===== config.mk =====
export PLATFORM = sky130hd
export DESIGN_NAME = issue_dual_flat
export DESIGN_NICKNAME = d
export VERILOG_FILES = /design/src/rtl/issue_dual_if.sv /design/src/rtl/issue_dual.sv /design/src/flat_wrapper.sv
export SDC_FILE = /design/constraint.sdc
export NUM_CORES = 1
export LEC_CHECK = 0
export ABC_CLOCK_PERIOD_IN_PS = 6400
export BUFFER_PORTS_ARGS = -buffer_cell sky130_fd_sc_hd__buf_2
export CAP_MARGIN = 20
export CORE_MARGIN = 1.5
export CORE_UTILIZATION = 58
export DETAILED_ROUTE_END_ITERATION = 8
export PLACE_DENSITY = 0.8
export REMOVE_ABC_BUFFERS = 1
export SYNTH_ARGS = -nofsm -noshare
export SYNTH_HDL_FRONTEND = slang
export SYNTH_SLANG_ARGS = --single-unit

===== constraint.sdc =====
create_clock -name clk -period 6.4 [get_ports clk]
set_clock_uncertainty 0.15 [all_clocks]
set_input_delay 0.96 -clock clk [delete_from_list [all_inputs] [get_ports clk]]
set_output_delay 0.96 -clock clk [all_outputs]
set_load 0.01 [all_outputs]

===== src/rtl/issue_dual_if.sv =====
// Fetch-side and issue-side signals of the dual-issue dispatch stage.
// The slave modport is the dispatch stage; the master modport is its environment.
interface issue_dual_if;
    logic        fetch_valid;
    logic [31:0] fetch_instr1;
    logic [31:0] fetch_instr2;
    logic        fetch_instr2_valid;
    logic        fetch_ready;
    logic        stall_in;
    logic [31:0] instr1_out;
    logic [31:0] instr2_out;
    logic        issue_valid;
    logic        issue_pair;

    // Handshake: a fetch word pair is accepted on any rising edge where
    // fetch_valid && fetch_ready; stall_in freezes the issue lanes and blocks pops.
    modport slave (
        input  fetch_valid, fetch_instr1, fetch_instr2, fetch_instr2_valid, stall_in,
        output fetch_ready, instr1_out, instr2_out, issue_valid, issue_pair
    );

    modport master (
        output fetch_valid, fetch_instr1, fetch_instr2, fetch_instr2_valid, stall_in,
        input  fetch_ready, instr1_out, instr2_out, issue_valid, issue_pair
    );
endinterface


===== src/rtl/issue_dual.sv =====
// Dual-issue dispatch stage: circular instruction queue feeding a lane1/lane2 pair.
// Optional issue statistics counters are enabled by defining ISSUE_DUAL_STATS_EN.
module issue_dual #(
    parameter int          QDEPTH   = 4,
    parameter logic [31:0] NOP_WORD = 32'd0
) (
    input  logic        clk,
    input  logic        reset,
    issue_dual_if.slave io
`ifdef ISSUE_DUAL_STATS_EN
    ,
    output logic [31:0] pair_count,
    output logic [31:0] single_count
`endif
);
    localparam int PW = $clog2(QDEPTH);
    localparam int CW = PW + 1;

    logic [31:0]   mem_q [QDEPTH];
    logic [31:0]   mem_d [QDEPTH];
    logic [PW-1:0] wptr_q, wptr_d;
    logic [PW-1:0] rptr_q, rptr_d;
    logic [CW-1:0] count_q, count_d;
    logic [31:0]   instr1_q, instr1_d;
    logic [31:0]   instr2_q, instr2_d;
    logic          issue_valid_q, issue_valid_d;
    logic          issue_pair_q, issue_pair_d;

    logic          fetch_ready_c;
    logic          push_en, keep1, keep2;
    logic [CW-1:0] pushed, popped;
    logic [31:0]   head_w, next_w;
    logic          pair_ok;

    // Destination register written by a word; 0 means no destination.
    function automatic logic [4:0] dest_of(input logic [31:0] w);
        logic [5:0] op;
        logic [5:0] fn;
        op = w[31:26];
        fn = w[5:0];
        dest_of = 5'd0;
        if (op == 6'h00) begin
            if (fn != 6'h08 && fn != 6'h09) dest_of = w[15:11];
        end else if ((op >= 6'h08 && op <= 6'h0F) || op == 6'h23) begin
            dest_of = w[20:16];
        end else if (op == 6'h03) begin
            dest_of = 5'd31;
        end
    endfunction

    function automatic logic is_control(input logic [31:0] w);
        is_control = (w[31:26] >= 6'h02 && w[31:26] <= 6'h07) ||
                     (w[31:26] == 6'h00 && (w[5:0] == 6'h08 || w[5:0] == 6'h09));
    endfunction

    function automatic logic is_mem(input logic [31:0] w);
        is_mem = (w[31:26] == 6'h23) || (w[31:26] == 6'h2B);
    endfunction

    function automatic logic pair_legal(input logic [31:0] a, input logic [31:0] b);
        logic [4:0] d1;
        logic [4:0] d2;
        d1 = dest_of(a);
        d2 = dest_of(b);
        pair_legal = 1'b1;
        // Source fields of lane2 are compared whatever its format: conservative RAW.
        if (d1 != 5'd0 && (d1 == b[25:21] || d1 == b[20:16] || d1 == d2)) pair_legal = 1'b0;
        if (is_control(a) || is_control(b)) pair_legal = 1'b0;
        if (is_mem(a) && is_mem(b)) pair_legal = 1'b0;
    endfunction

    always_comb begin
        fetch_ready_c = reset && (count_q <= CW'(QDEPTH - 2));
        push_en       = io.fetch_valid && fetch_ready_c;
        keep1         = push_en && (io.fetch_instr1 != NOP_WORD);
        keep2         = push_en && io.fetch_instr2_valid && (io.fetch_instr2 != NOP_WORD);

        mem_d  = mem_q;
        wptr_d = wptr_q;
        if (keep1) begin
            mem_d[wptr_d] = io.fetch_instr1;
            wptr_d        = wptr_d + PW'(1);
        end
        if (keep2) begin
            mem_d[wptr_d] = io.fetch_instr2;
            wptr_d        = wptr_d + PW'(1);
        end
        pushed = CW'(keep1) + CW'(keep2);

        head_w  = mem_q[rptr_q];
        next_w  = mem_q[rptr_q + PW'(1)];
        pair_ok = (count_q >= CW'(2)) && pair_legal(head_w, next_w);

        instr1_d      = instr1_q;
        instr2_d      = instr2_q;
        issue_valid_d = issue_valid_q;
        issue_pair_d  = issue_pair_q;
        popped        = '0;
        if (!io.stall_in) begin
            if (count_q == '0) begin
                instr1_d      = 32'd0;
                instr2_d      = 32'd0;
                issue_valid_d = 1'b0;
                issue_pair_d  = 1'b0;
            end else if (pair_ok) begin
                instr1_d      = head_w;
                instr2_d      = next_w;
                issue_valid_d = 1'b1;
                issue_pair_d  = 1'b1;
                popped        = CW'(2);
            end else begin
                instr1_d      = head_w;
                instr2_d      = NOP_WORD;
                issue_valid_d = 1'b1;
                issue_pair_d  = 1'b0;
                popped        = CW'(1);
            end
        end
        rptr_d  = rptr_q + popped[PW-1:0];
        count_d = count_q + pushed - popped;
    end

    always_ff @(posedge clk) begin
        if (!reset) begin
            wptr_q        <= '0;
            rptr_q        <= '0;
            count_q       <= '0;
            instr1_q      <= 32'd0;
            instr2_q      <= 32'd0;
            issue_valid_q <= 1'b0;
            issue_pair_q  <= 1'b0;
        end else begin
            wptr_q        <= wptr_d;
            rptr_q        <= rptr_d;
            count_q       <= count_d;
            instr1_q      <= instr1_d;
            instr2_q      <= instr2_d;
            issue_valid_q <= issue_valid_d;
            issue_pair_q  <= issue_pair_d;
        end
    end

    // Storage needs no reset: entries are only read below the registered count.
    always_ff @(posedge clk) begin
        mem_q <= mem_d;
    end

    assign io.fetch_ready = fetch_ready_c;
    assign io.instr1_out  = instr1_q;
    assign io.instr2_out  = instr2_q;
    assign io.issue_valid = issue_valid_q;
    assign io.issue_pair  = issue_pair_q;

`ifdef ISSUE_DUAL_STATS_EN
    logic [31:0] pair_cnt_q, pair_cnt_d;
    logic [31:0] single_cnt_q, single_cnt_d;

    always_comb begin
        pair_cnt_d   = pair_cnt_q;
        single_cnt_d = single_cnt_q;
        if (!io.stall_in && count_q != '0) begin
            if (pair_ok) pair_cnt_d   = pair_cnt_q + 32'd1;
            else         single_cnt_d = single_cnt_q + 32'd1;
        end
    end

    always_ff @(posedge clk) begin
        if (!reset) begin
            pair_cnt_q   <= 32'd0;
            single_cnt_q <= 32'd0;
        end else begin
            pair_cnt_q   <= pair_cnt_d;
            single_cnt_q <= single_cnt_d;
        end
    end

    assign pair_count   = pair_cnt_q;
    assign single_count = single_cnt_q;
`endif
endmodule


===== src/flat_wrapper.sv =====
// flat-port wrapper written by rule: the top's interface ports become plain ports
module issue_dual_flat 
#(
    parameter int          QDEPTH   = 4,
    parameter logic [31:0] NOP_WORD = 32'd0
)
  (clk, reset, io_fetch_valid, io_fetch_instr1, io_fetch_instr2, io_fetch_instr2_valid, io_stall_in, io_fetch_ready, io_instr1_out, io_instr2_out, io_issue_valid, io_issue_pair);
  issue_dual_if io_i ();
  input  logic clk;
  input  logic reset;
  input wire logic [$bits(io_i.fetch_valid)-1:0] io_fetch_valid;
  input wire logic [$bits(io_i.fetch_instr1)-1:0] io_fetch_instr1;
  input wire logic [$bits(io_i.fetch_instr2)-1:0] io_fetch_instr2;
  input wire logic [$bits(io_i.fetch_instr2_valid)-1:0] io_fetch_instr2_valid;
  input wire logic [$bits(io_i.stall_in)-1:0] io_stall_in;
  output wire logic [$bits(io_i.fetch_ready)-1:0] io_fetch_ready;
  output wire logic [$bits(io_i.instr1_out)-1:0] io_instr1_out;
  output wire logic [$bits(io_i.instr2_out)-1:0] io_instr2_out;
  output wire logic [$bits(io_i.issue_valid)-1:0] io_issue_valid;
  output wire logic [$bits(io_i.issue_pair)-1:0] io_issue_pair;
  assign io_i.fetch_valid = io_fetch_valid;
  assign io_i.fetch_instr1 = io_fetch_instr1;
  assign io_i.fetch_instr2 = io_fetch_instr2;
  assign io_i.fetch_instr2_valid = io_fetch_instr2_valid;
  assign io_i.stall_in = io_stall_in;
  assign io_fetch_ready = io_i.fetch_ready;
  assign io_instr1_out = io_i.instr1_out;
  assign io_instr2_out = io_i.instr2_out;
  assign io_issue_valid = io_i.issue_valid;
  assign io_issue_pair = io_i.issue_pair;
  issue_dual #(.QDEPTH(QDEPTH), .NOP_WORD(NOP_WORD)) u_core (.clk(clk), .reset(reset), .io(io_i));
endmodule

; ---- Yosys cells after proc, flatten, opt, wreduce, memory -nomap -nowiden
; Index checks and enable logic that the tools add are counted.
; Widths: inputs -> output; s select.
[word_totals]
inputBits = 69
regBits = 201
word_cells = 126
out_inout_bits = 67
[classes]
n_eq_ne = 17
reduce_logical = 35
n_bitwise = 4
n_addsub = 7
muxes = 36
n_lt_le_gt_ge = 16
[ops]
columns = cell, count
row1 = $mux 32, 9
row2 = $bwmux 128, 2
row3 = $mux 128, 2
row4 = $bmux 32 s2, 2
row5 = $demux 32 s2, 2
row6 = $reduce_bool 32->1, 2
row7 = $mux 5, 8
row8 = $eq 6x4->1 const B, 4
row9 = $eq 6x6->1 const B, 4
row10 = $ne 6x4->1 const B, 4
row11 = $logic_and 1x1->1, 18
row12 = $eq 5x5->1, 3
row13 = $eq 6x2->1 const B, 2
row14 = $ge 3x3->1 const B, 4
row15 = $ge 6x2->1 const B, 2
row16 = $ge 6x4->1 const B, 2
row17 = $le 6x3->1 const B, 2
row18 = $le 6x4->1 const B, 2
row19 = $logic_not 6->1, 2
row20 = $not 2->3, 4
row21 = $logic_or 1x1->1, 11
row22 = $add 2x1->2 const B, 3
row23 = $lt 3x1->1 const B, 2
row24 = $mux 1, 6
row25 = other kinds (10), 13

; ---- Logic depth before layout (Yosys ltp)
; Gate-level depths: netlist of the first run.
[logic_depth]
word_depth = 21
ltp_mapped = 22
ltp_nobuf = 17

; ---- Worst setup path before layout of the first run
; Ideal clock, no wire load.
[synth_path]
path_kind = register -> register
startpoint = register u_core.rptr_q[1]
endpoint = register u_core.count_q[2]
arrival_time_ns = 4.205
setup_time_ns = 0.128
synth_period_minus_slack_ns = 4.483
stages_incl_launch_ff = 15
path_buffers = 1
path_slack_ns = 1.917
t_required_ns = 6.122
path_cell_list = dfxtp_1 clkbuf_1 mux4_2 or4b_1 o2111a_2 a22o_4 nor3_2 nand2_2 a31o_4 a211oi_2 fa_1 fa_1 xnor2_1 xnor2_1 nor2_1
[synth_via]
elab_chain_cells = 21
elab_cells_between_ends = 74
cone_classes = 2 x add/sub / 8 x order compare / 17 x eq/ne / 20 x mux / 2 x bitwise / 25 x reduce/logical
[synth_rtl]
columns = item, line
row1 = from (decl), issue_dual.sv:22  ; logic [PW-1:0] rptr_q, rptr_d;
row2 = from (signal assigned), issue_dual.sv:134  ; rptr_q <= rptr_d;
row3 = $add 2x1->2 or $not 2->3 (tied branches), "issue_dual.sv:91, issue_dual.sv:90"
row4 = $not 2->3 (not written as such) or $bmux 32 s2 (tied branches), "issue_dual.sv:91, issue_dual.sv:90"
row5 = $bmux 32 s2 or $mux 32 (tied branches), "issue_dual.sv:91, issue_dual.sv:90"
row6 = $mux 32 (on tied branches), "issue_dual.sv:91, issue_dual.sv:90"
row7 = $mux 32 (not written as such) (tied with other cells), issue_dual.sv:91  ; next_w = mem_q[rptr_q + PW'(1)];
row8 = $ge 6x4->1 (tied with other cells), issue_dual.sv:44  ; end else if ((op >= 6'h08 && op <= 6'h0F) || op == 6'h23) begin
row9 = $logic_and 1x1->1 or $logic_or 1x1->1 (tied branches), issue_dual.sv:44
row10 = $logic_or 1x1->1 or $mux 5 (tied branches), issue_dual.sv:44
row11 = [5 not listed], -
row12 = $mux 1, issue_dual.sv:67  ; if (d1 != 5'd0 && (d1 == b[25:21] || d1 == b[20:16] || d1 == d2)) pair_legal = 1'b0;
row13 = $mux 1, issue_dual.sv:68  ; if (is_control(a) || is_control(b)) pair_legal = 1'b0;
row14 = $mux 1 *, issue_dual.sv:69  ; if (is_mem(a) && is_mem(b)) pair_legal = 1'b0;
row15 = $logic_and 1x1->1 *, issue_dual.sv:92  ; pair_ok = (count_q >= CW'(2)) && pair_legal(head_w, next_w);
row16 = $mux 2 *, issue_dual.sv:105  ; end else if (pair_ok) begin
row17 = $mux 3 *, issue_dual.sv:100  ; if (count_q == '0) begin
row18 = $mux 3 *, issue_dual.sv:99  ; if (!io.stall_in) begin
row19 = $sub 3x3->3 *, issue_dual.sv:120  ; count_d = count_q + pushed - popped;
row20 = to (signal assigned), issue_dual.sv:135  ; count_q <= count_d;
row21 = to (decl), issue_dual.sv:23  ; logic [CW-1:0] count_q, count_d;
; Every way passes the cells marked *; elsewhere a longest branch is shown, timed or not. The select of a mux whose other input is x is not followed.
; A chain may end at the register's enable or synchronous reset.

; ---- Worst setup path after layout of the first run
[layout_path]
startpoint = register u_core.rptr_q[0]
endpoint = register u_core.count_q[2]
; Same word-level chain as after synthesis.

==> results of run 1 <==
registers in the layout (all words and copies together) (netlist names):
register	count
u_core.io.instr2_out	32
u_core.mem_q	128
u_core.io.issue_valid	1
u_core.count_q	3
u_core.io.instr1_out	32
u_core.rptr_q	2
u_core.wptr_q	2
u_core.io.issue_pair	1
worst max-delay path: cells and delay by family (launching register included):
| family | cells | cell delay (ns) |
|---|---|---|
| and+or+nand+nor | 3 | 0.95 |
| adders and majority gates | 3 | 0.73 |
| buffers and inverters | 2 | 0.11 |
| AOI/OAI and AO/OA | 5 | 1.31 |
| xor gates and xnor gates | 3 | 0.55 |
| muxes | 1 | 0.58 |
| DFF | 1 | 0.69 |
power by group:
part / internal (mW) / switching [mW] / leakage (nW)
Clock: 0.708 / 0.498 / 0.333
Combinational: 1.07 / 1.20 / 3.21
Sequential: 1.75 / 0.415 / 1.66
cell families (layout without fill, tap and decap cells):
kind of cell               after synthesis  count (layout)
adders and majority gates               14              14
DFF                                    201             201
AOI/OAI and AO/OA                      237             237
and+or+nand+nor                        254             254
buffers and inverters                   86             195
xor gates and xnor gates                19              19
muxes                                  205             205
other                                    0               1
area by class of cell:
cell class                      count  share of cell area
Tap cell                          225              0.0244
Inverter                           11             0.00357
Timing Repair Buffer              149              0.0708
Clock inverter                      4             0.00390
Clock buffer                       31              0.0539
Multi-Input combinational cell    729               0.494
Antenna cell                        1            0.000217
Sequential cell                   201               0.349
synthesized netlist by cell type, types with 2 or more instances:
library cell and instances:
or4b_1 2, o21ai_0 141, xnor2_1 12, nor2b_1 2, o22ai_1 6, nor3_1 5
o41ai_1 4, o2bb2ai_1 3, buf_2 11, mux2i_1 144, nand2_1 152, a22oi_1 32
o21a_1 3, fa_1 2, ha_1 12, xor2_1 7, clkbuf_1 47, nor4_1 16
buf_6 4, or2_2 2, nor2_1 52, nand4_1 5, mux4_2 51, and2_1 9
inv_1 11, buf_1 13, a22o_1 28, mux2_2 9, a21oi_1 3, dfxtp_1 201
metal layers:
layer,vias up,GRT usage
met4,0,0.110
met3,69,0.0473
met5,-,0
li1,3908,-
met1,4147,0.420
met2,456,0.522
path summary, 6_finish.rpt:
| check | end | start | cells past startpoint |
|---|---|---|---|
| max | u_core.count_q[2]$_SDFF_PN0_ | u_core.rptr_q[0]$_SDFF_PN0_ | 17 |
| min reg2reg | u_core.io.instr2_out[11]$_SDFFE_PN0N_ | u_core.io.instr2_out[11]$_SDFFE_PN0N_ | 2 |
| max reg2reg | u_core.count_q[2]$_SDFF_PN0_ | u_core.rptr_q[0]$_SDFF_PN0_ | 17 |
| min | u_core.io.instr2_out[11]$_SDFFE_PN0N_ | u_core.io.instr2_out[11]$_SDFFE_PN0N_ | 2 |
==> impl_metrics.csv, run 1 <==
group,metric,value,unit
status,run_status,"completed",
critical_path,crit_chain,"mux4_2 -> or4b_1 -> o2111a_2 -> o2bb2ai_1 -> xnor2_1 -> o211ai_1 -> o22ai_1 -> and2_1 -> o21a_1 -> ha_1 -> inv_1 -> ha_1 -> inv_1 -> fa_1 -> xnor2_1 -> xnor2_1 -> nor2_1",
floorplanning,core.rowCount,48,
floorplanning,core_area,17100,µm²
routing,ant_nets,0,
critical_path,critical_path_arrival,5.45,ns
logic_synthesis,synth_top_area_cells,"dfxtp_1 (40%), mux2i_1 (14%), mux4_2 (11%), o21ai_0 (7.0%), nand2_1 (5.7%)",
sta,grt_setup_unrepaired,"false",
logic_synthesis,synthAdderAreaFrac,0.0189,
placed_design,place_hpwl,18600,µm
critical_path,path_common_cell,"xnor2_1",
logic_synthesis,yosys-mux-area-fraction,0.270,
sta,layout_min_cycle_time,5.23,ns
critical_path,critical-path-max-stage-delay,0.69,ns
sta,achievable-frequency,191,MHz
routing,routed-via-count,8580,
clock_tree,numClockSinks,201,
clock_tree,cts_made_buffers,20,
sta,timing.setup.tns,0,ns
sta,worst_slack,1.17,ns
global_route,number_of_global_route_vias_before_repair,8015,
routing,route.met3.wl,2560,µm
power_and_ir_drop,sum_of_internal_switching_and_leakage_power,5.65,mW
critical_path,crit_path_start_kind,"flop",
sta,finalHoldViolations,0,
power_and_ir_drop,static-leakage-power,5.20,nW
floorplanning,starting_utilization_of_the_core_area,0.589,
critical_path,worstSetupPathType,"flop to flop",
sta,relSlewSlack,0.257,
floorplanning,top_level_ports,136,
clock_tree,cts.repair.resized,0,
logic_synthesis,synth_top_family_by_area,"multiplexers",
sta,report.final.setup_viol,0,
routing,detail_route.vias_per_cell,6.35,
routing,drt-total-wl,29000,µm
clock_tree,clk_root_buffer_cell,"clkbuf_16",
layout,fraction_of_the_core_area_covered_by_cells_at_the_end_of_the_flow,0.675,
global_route,first_pass_grt_wire_length,44300,µm
placed_design,placed_area,10800,µm²
layout,final-seq-area,4030,µm²
global_route,grt_start_max_net_pins,65,
power_and_ir_drop,cellPowerDensity,489,nW/µm²
global_route,number_of_antenna_violations_at_the_first_check_in_global_routing,1,
logic_synthesis,synth_edf_count,0,
logic_synthesis,synthArstFlopShare,0,
clock_tree,cts_max_level,1,
power_and_ir_drop,ir_worst_vdd,257,µV
routing,drt_first_pass_iters,5,
floorplanning,chipHeight,135,µm
clock_tree,cts.repair_timing.setup_buffer_count,0,
sta,hold_slack,0.323,ns
clock_tree,cts_tree,"yes",
critical_path,required_time_of_the_worst_setup_path,6.61,ns
flow_run,maximum_capacitance_violations,0,
logic_synthesis,ys_types,57,
clock_tree,clk-insertion-delay-late,0.51,ns
routing,topRoutingLayerUsed,"met4",
logic_synthesis,ys.warnings.count,0,
logic_synthesis,synth_compound_area_frac,0.151,
global_route,overall_global_routing_usage,0.314,
sta,timing.final.max_slew_violations,0,
layout,area_growth_syn_to_layout,14.6,%
global_route,gr-total-overflow,0,
worst_hold_path,path_category_of_the_worst_min_delay_check,"flop to flop",
sta,worstMarginPinSlew,1.11,ns
floorplanning,die_width,135,µm
logic_synthesis,synth_xor_area_frac,0.0165,
critical_path,worstSetupEndpointType,"flop",
layout,finalInstanceArea,11600,µm²
routing,wire_per_inst,21.5,µm
layout,area_used_by_multi_input_combinational_logic,5710,µm²
logic_synthesis,synthDominantAreaCellType,"dfxtp_1",
clock_tree,ctsLongestPathBuffers,3,
logic_synthesis,synth-seq-area-share,0.399,
sta,final_min_period_over_clock_period,0.818,
logic_synthesis,ys.flop_type,"dfxtp_1",
logic_synthesis,syn_area_per_cell,9.92,µm²
layout,fin_nets,1195,
logic_synthesis,synth_largest_type_area_fraction,0.399,
routing,wl_met2,13800,µm
logic_synthesis,synth_cells,1016,
logic_synthesis,post_synthesis_sequential_element_count,201,
layout,most-common-layout-cells,"dfxtp_1 (199), nand2_1 (148), mux2i_1 (144)",
placed_design,post-place-cells,1313,
critical_path,rrSetupSlack,1.17,ns
placed_design,io_buffer_count,135,
clock_tree,worst_setup_hold_path_clk_slew,0.07,ns
routing,drt_iter0_markers,833,
critical_path,crit_fanout,31,
layout,stdcell_count,1351,
layout,fill_cells,1325,
routing,drt_drc_violations_left,0,
logic_synthesis,synth-simple-area-share,0.109,
floorplanning,die-area,18200,µm²
placed_design,dpl_worst_slack,1.26,ns
logic_synthesis,post_synth_instance_area,10100,µm²
clock_tree,ctsHoldBuffers,0,
layout,final_common_cell,"dfxtp_1",
layout,drive_gt1_frac,0.236,
routing,route.layer.met1.wl,11800,µm
critical_path,critical_path.slowest_cell,"dfxtp_4",
placed_design,placer_congestion_estimate,0.932,
No activity file was read; power rests on OpenSTA's default activity.
==> run 2, diff against run 1 <==
--- a/config.mk
+++ b/config.mk
@@ -5,13 +5,13 @@
 export SDC_FILE = /design/constraint.sdc
 export NUM_CORES = 1
 export LEC_CHECK = 0
-export ABC_CLOCK_PERIOD_IN_PS = 6400
+export ABC_CLOCK_PERIOD_IN_PS = 4600
 export BUFFER_PORTS_ARGS = -buffer_cell sky130_fd_sc_hd__buf_2
 export CAP_MARGIN = 20
 export CORE_MARGIN = 1.5
-export CORE_UTILIZATION = 58
+export CORE_UTILIZATION = 52
 export DETAILED_ROUTE_END_ITERATION = 8
-export PLACE_DENSITY = 0.8
+export PLACE_DENSITY = 0.76
 export REMOVE_ABC_BUFFERS = 1
 export SYNTH_ARGS = -nofsm -noshare
 export SYNTH_HDL_FRONTEND = slang
==> constraint.sdc (replaced) <==
create_clock -name clk -period 4.6 [get_ports clk]
set_clock_uncertainty 0.15 [all_clocks]
set_input_delay 0.69 -clock clk [delete_from_list [all_inputs] [get_ports clk]]
set_output_delay 0.69 -clock clk [all_outputs]
set_load 0.01 [all_outputs]
==> run 2 against run 1 <==
Effect of this change:
- setup slack got worse by 1.1 ns
- maximum frequency up 16%
- largest cell class unchanged
- sequential power is 36% higher
- flip-flop and latch count is the same
- via count is 0.13% higher
- non-clock buffer count up 28
==> impl_metrics.csv, run 2 (synthesis results as in run 1) <==
group,metric,value,unit
status,run_status,"completed",
critical_path,critical_path_arrival,4.74,ns
layout,flip_flop_count_of_the_largest_register_after_layout,128,
power_and_ir_drop,comb_power_share,0.448,
power_and_ir_drop,static-leakage-power,5.39,nW
layout,diodes,0,
layout,final_common_cell,"dfxtp_1",
power_and_ir_drop,net-switching-power,3.14,mW
sta,worstMarginPinSlew,0.985,ns
routing,detail_route.vias_per_cell,6.07,
critical_path,worstSetupEndpointType,"flop",
sta,layout_min_cycle_time,4.52,ns
layout,area_growth_syn_to_layout,18.6,%
floorplanning,chipHeight,142,µm
layout,final-seq-area,4030,µm²
sta,final_min_period_over_clock_period,0.982,
sta,timing.final.max_slew_violations,0,
power_and_ir_drop,cellPowerDensity,703,nW/µm²
global_route,number_of_antenna_violations_at_the_first_check_in_global_routing,0,
layout,fill_cells,1523,
sta,report.final.setup_viol,0,
critical_path,crit_path_start_kind,"flop",
global_route,overall_global_routing_usage,0.291,
layout,fraction_of_the_core_area_covered_by_cells_at_the_end_of_the_flow,0.635,
clock_tree,cts_tree,"yes",
worst_hold_path,number_of_stages_on_the_worst_hold_path,3,
global_route,number_of_global_route_vias_before_repair,8189,
global_route,grt_start_max_net_pins,65,
layout,most-common-layout-cells,"dfxtp_1 (199), nand2_1 (148), mux2i_1 (144)",
routing,drt_drc_violations_left,0,
flow_run,maximum_capacitance_violations,0,
sta,grt_setup_unrepaired,"true",
floorplanning,die_width,142,µm
layout,stdcell_count,1416,
critical_path,worstRegToRegCells,17,
routing,drt_iter0_markers,667,
power_and_ir_drop,p_clk_frac,0.200,
power_and_ir_drop,p_int,5.26,mW
layout,area_used_by_multi_input_combinational_logic,5790,µm²
placed_design,io_buffer_count,135,
global_route,first_pass_grt_wire_length,45300,µm
floorplanning,core.rowCount,50,
sta,relSlewSlack,0.344,
clock_tree,cts_max_level,1,
floorplanning,top_level_ports,136,
placed_design,post-place-cells,1368,
layout,drive_gt1_frac,0.259,
routing,ant_nets,0,
placed_design,placed_area,11100,µm²
clock_tree,clk_root_buffer_cell,"clkbuf_16",
layout,finalInstanceArea,12000,µm²
sta,finalHoldViolations,0,
power_and_ir_drop,power.sequential.fraction,0.352,
worst_hold_path,path_category_of_the_worst_min_delay_check,"input port to flop",
clock_tree,ctsLongestPathBuffers,3,
layout,fin_nets,1225,
clock_tree,ctsHoldBuffers,0,
routing,drt-total-wl,29600,µm
layout,register_name_with_the_most_flops,"u_core.mem_q",
routing,routed-via-count,8591,
global_route,gr-total-overflow,0,
floorplanning,starting_utilization_of_the_core_area,0.535,
power_and_ir_drop,ir_worst_vdd,354,µV
power_and_ir_drop,p_sw_frac,0.374,
clock_tree,worst_setup_hold_path_clk_slew,0.06,ns
routing,drt_first_pass_iters,6,
floorplanning,core_area,18800,µm²
critical_path,worstSetupPathType,"flop to flop",
sta,achievable-frequency,221,MHz
sta,hold_slack,0.297,ns
clock_tree,cts_made_buffers,22,
routing,wire_per_inst,20.9,µm
floorplanning,die-area,20200,µm²
placed_design,placer_congestion_estimate,0.891,
critical_path,crit_fanout,7,
critical_path,required_time_of_the_worst_setup_path,4.82,ns
clock_tree,numClockSinks,201,
clock_tree,clk-insertion-delay-late,0.51,ns
placed_design,place_hpwl,19700,µm
## run 2: worst paths after layout
kind	from	end	slack, ns
worst min register to register	u_core.io.instr2_out[16]$_SDFFE_PN0N_	u_core.io.instr2_out[16]$_SDFFE_PN0N_	0.32
worst max register to register	u_core.rptr_q[0]$_SDFF_PN0_	u_core.count_q[2]$_SDFF_PN0_	0.08
worst max-delay path	u_core.rptr_q[0]$_SDFF_PN0_	u_core.count_q[2]$_SDFF_PN0_	0.08
worst min-delay path	io_fetch_instr2[8]	u_core.mem_q[104]$_DFF_P_	0.30
## run 2: layer usage
layer  track usage  up-vias  wire length [µm]
met2         0.475      394             13800
met4         0.123        0              1070
met5             0        -                 0
met1         0.385     4147             12500
met3        0.0458       71              2230
li1              -     3979                 -
## run 2: layout make-up
| cell class | count | share of cell area |
|---|---|---|
| repair buffers | 177 | 0.0919 |
| flip-flops and latches | 201 | 0.337 |
| inverters | 11 | 0.00345 |
| clock buffers | 35 | 0.0527 |
| clock inverters | 3 | 0.00366 |
| multi-input cells | 729 | 0.484 |
| well taps | 260 | 0.0272 |
## run 2: power groups by stage
| stage | clock (mW) | sequential, mW | combinational (mW) |
|---|---|---|---|
| finish | 1.68 | 2.96 | 3.76 |
| global route | 1.77 | 3.03 | 4.05 |
| CTS | 1.70 | 2.94 | 3.47 |
| detailed placement | 0 | 2.97 | 3.36 |
| global placement | 0 | 2.93 | 3.27 |
| floorplan | 0 | 2.93 | 2.29 |
## run 2: through the flow
| step | setup TNS, ns | worst slack [ns] | power [mW] |
|---|---|---|---|
| 2_1_floorplan | -48.82 | -2.10 | 5.23 |
| 3_3_place_gp | 0 | 0.0429 | 6.20 |
| 3_5_place_dp | -0.116 | -0.116 | 6.33 |
| 4_1_cts | 0 | 0.00473 | 8.11 |
| 5_1_grt | -0.110 | -0.110 | 8.85 |
| 6_report | 0 | 0.0824 | 8.40 |
## run 2: what timing repair did
| item | 4_1_cts | 5_1_grt |
|---|---|---|
| pin swaps | 8 | 9 |
| setup buffers | 2 | 6 |
| setup endpoints to repair | 1 | 1 |
| resized for setup | 9 | 8 |
## run 2: worst max-delay path: stages (launching register included)
cell      delay, ns
dfxtp_4        0.41
mux4_2         0.53
or4b_4         0.58
o2111a_2       0.32
a22o_4         0.26
and3_1         0.15
o211ai_1       0.27
o22ai_4        0.14
and2_4         0.18
o21a_1         0.18
ha_1           0.27
inv_1          0.05
ha_1           0.13
inv_1          0.05
fa_2           0.34
xnor2_2        0.14
xnor2_1        0.16
nor2_1         0.06
==> run 3, diff against run 2 <==
--- a/config.mk
+++ b/config.mk
@@ -12,7 +12,6 @@
 export CORE_UTILIZATION = 52
 export DETAILED_ROUTE_END_ITERATION = 8
 export PLACE_DENSITY = 0.76
-export REMOVE_ABC_BUFFERS = 1
 export SYNTH_ARGS = -nofsm -noshare
 export SYNTH_HDL_FRONTEND = slang
 export SYNTH_SLANG_ARGS = --single-unit
==> run 3 against run 2 <==
Effect of this change:
- core utilization rose by 1.5 points
- cell count rose by 1.3%
- non-clock buffer count rose by 18
- first-iteration DRC count rose by 5.4%
- total power rose by 3.9%
- worst hold slack got worse by 0.0067 ns
==> impl_metrics.csv, run 3 (synthesis results as in run 1) <==
group,metric,value,unit
status,run_status,"completed",
layout,final_common_cell,"dfxtp_1",
routing,drt_first_pass_iters,5,
routing,detail_route.vias_per_cell,6.07,
floorplanning,top_level_ports,136,
layout,flip_flop_count_of_the_largest_register_after_layout,128,
layout,finalInstanceArea,12200,µm²
sta,finalHoldViolations,0,
critical_path,worstRegToRegCells,15,
global_route,number_of_global_route_vias_before_repair,8329,
sta,layout_min_cycle_time,4.59,ns
floorplanning,die-area,20200,µm²
clock_tree,clk_root_buffer_cell,"clkbuf_16",
worst_hold_path,number_of_stages_on_the_worst_hold_path,3,
sta,achievable-frequency,218,MHz
layout,fraction_of_the_core_area_covered_by_cells_at_the_end_of_the_flow,0.650,
clock_tree,ctsLongestPathBuffers,3,
critical_path,worstSetupEndpointType,"flop",
sta,relSlewSlack,0.409,
routing,ant_nets,0,
layout,stdcell_count,1435,
routing,drt-total-wl,30100,µm
routing,drt_drc_violations_left,0,
floorplanning,starting_utilization_of_the_core_area,0.535,
clock_tree,cts_made_buffers,22,
placed_design,post-place-cells,1389,
routing,wire_per_inst,21.0,µm
sta,final_min_period_over_clock_period,0.998,
floorplanning,core_area,18800,µm²
critical_path,critical_path.slowest_cell,"or4b_4",
critical_path,cp.buffers_inverters,2,
critical_path,critical-path-top-delay-family,"compound AO/OA/AOI/OAI gates",
placed_design,placed_area,11300,µm²
sta,timing.final.max_slew_violations,0,
clock_tree,numClockSinks,201,
global_route,overall_global_routing_usage,0.294,
critical_path,crit_fanout,6,
global_route,grt_start_max_net_pins,65,
clock_tree,worst_setup_hold_path_clk_slew,0.07,ns
critical_path,critical_path_arrival,4.82,ns
power_and_ir_drop,cellPowerDensity,713,nW/µm²
global_route,gr-total-overflow,0,
sta,worstMarginPinSlew,0.877,ns
critical_path,critical-path-max-stage-delay,0.57,ns
layout,drive_gt1_frac,0.281,
layout,most-common-layout-cells,"dfxtp_1 (199), nand2_1 (148), mux2i_1 (144)",
sta,grt_setup_unrepaired,"true",
placed_design,place_hpwl,20400,µm
critical_path,crit_path_start_kind,"flop",
worst_hold_path,min_delay_worst_endpoint,"u_core.mem_q[12]$_DFF_P_",
routing,routed-via-count,8706,
sta,report.final.setup_viol,0,
critical_path,crit_chain,"clkbuf_4 -> buf_4 -> mux4_2 -> or4b_4 -> o211ai_4 -> o21ai_2 -> and3_1 -> o211ai_1 -> o22ai_2 -> a211oi_2 -> fa_1 -> fa_2 -> xnor2_1 -> xnor2_1 -> nor2_1",
sta,hold_slack,0.290,ns
floorplanning,die_width,142,µm
worst_hold_path,path_category_of_the_worst_min_delay_check,"input port to flop",
global_route,number_of_antenna_violations_at_the_first_check_in_global_routing,1,
clock_tree,cts_tree,"yes",
power_and_ir_drop,static-leakage-power,5.55,nW
clock_tree,ctsHoldBuffers,0,
clock_tree,cts_max_level,1,
layout,fin_nets,1243,
clock_tree,clk-insertion-delay-late,0.51,ns
critical_path,reg2reg_to,"u_core.count_q[2]$_SDFF_PN0_",
critical_path,worstSetupPathType,"flop to flop",
floorplanning,chipHeight,142,µm
worst_hold_path,holdCritStartpoint,"io_fetch_instr2[12]",
power_and_ir_drop,ir_worst_vdd,352,µV
critical_path,required_time_of_the_worst_setup_path,4.83,ns
critical_path,path_common_cell,"xnor2_1",
flow_run,maximum_capacitance_violations,0,
floorplanning,core.rowCount,50,
critical_path,rrSetupSlack,0.01,ns
routing,drt_iter0_markers,703,
logic_synthesis,syn-num-nets,1099,
layout,register_name_with_the_most_flops,"u_core.mem_q",
critical_path,crit-reg2reg-launch,"u_core.rptr_q[0]$_SDFF_PN0_",
placed_design,placer_congestion_estimate,0.964,
layout,area_growth_syn_to_layout,21.5,%
global_route,first_pass_grt_wire_length,46300,µm
placed_design,io_buffer_count,135,
run 3: changes by cell type in the layout (fill, tap and decap cells not counted), moves of 2 or more:
cell | previous run | this run
buf_4 | 33 | 50
clkbuf_1 | 11 | 2
clkbuf_8 | 1 | 6
o22ai_2 | 0 | 3
bufinv_16 | 1 | 3
o21ai_1 | 2 | 0
o22ai_1 | 5 | 3
run 3: through the flow:
| step | setup slack [ns] | TNS, ns | power, mW |
|---|---|---|---|
| 2_1_floorplan | 0.117 | 0 | 5.24 |
| 3_3_place_gp | -0.0500 | -0.0500 | 6.40 |
| 3_5_place_dp | -0.122 | -0.122 | 6.50 |
| 4_1_cts | 0.0157 | 0 | 8.55 |
| 5_1_grt | -0.172 | -0.172 | 9.17 |
| 6_report | 0.0109 | 0 | 8.73 |
run 3: worst reg2reg max path: stages, from the launching register on:
cell and delay [ns]:
dfxtp_4 0.38, clkbuf_4 0.19, buf_4 0.12, mux4_2 0.52
or4b_4 0.58, o211ai_4 0.31, o21ai_2 0.10, and3_1 0.18
o211ai_1 0.21, o22ai_2 0.15, a211oi_2 0.32, fa_1 0.47
fa_2 0.41, xnor2_1 0.19, xnor2_1 0.14, nor2_1 0.05
run 3: repair_timing:
| action | 4_1_cts | 5_1_grt |
|---|---|---|
| pin swaps | 0 | 13 |
| buffers inserted | 0 | 7 |
| gates resized for setup | 8 | 12 |
| endpoints found under the setup margin | 1 | 1 |
run 3: worst max path at each step:
stage                                start                            to  slack, ns  depth (start not counted)
2_1_floorplan  u_core.rptr_q[1]$_SDFF_PN0_  u_core.count_q[2]$_SDFF_PN0_       0.12                         14
3_3_place_gp   u_core.rptr_q[0]$_SDFF_PN0_  u_core.count_q[2]$_SDFF_PN0_      -0.05                         18
3_5_place_dp   u_core.rptr_q[0]$_SDFF_PN0_  u_core.count_q[2]$_SDFF_PN0_      -0.12                         18
4_1_cts        u_core.rptr_q[0]$_SDFF_PN0_  u_core.count_q[2]$_SDFF_PN0_       0.02                         17
5_1_grt        u_core.rptr_q[0]$_SDFF_PN0_  u_core.count_q[2]$_SDFF_PN0_      -0.17                         19
6_report       u_core.rptr_q[0]$_SDFF_PN0_  u_core.count_q[2]$_SDFF_PN0_       0.01                         15
run 3: cell type report:
| class | instances | area, µm² |
|---|---|---|
| fill | 1497 | 6580 |
| multi-input combinational | 729 | 5800 |
| sequential | 201 | 4030 |
| timing repair buffer | 195 | 1230 |
| clock buffer | 32 | 691 |
| tap | 260 | 325 |
| clock inverter | 6 | 123 |
| inverter | 11 | 41.3 |
| antenna | 1 | 2.50 |
run 3: metal layers:
layer,global-route usage,part of all wire,up-vias
met2,0.486,0.47,445
li1,-,-,4014
met4,0.110,0.036,0
met5,0,0,-
met1,0.390,0.42,4171
met3,0.0461,0.077,76
run 3: power breakdown:
| part | switching [mW] | internal [mW] | total [mW] |
|---|---|---|---|
| sequential | 0.521 | 2.44 | 2.96 |
| combinational | 1.94 | 1.87 | 3.81 |
| clock | 0.742 | 1.21 | 1.96 |
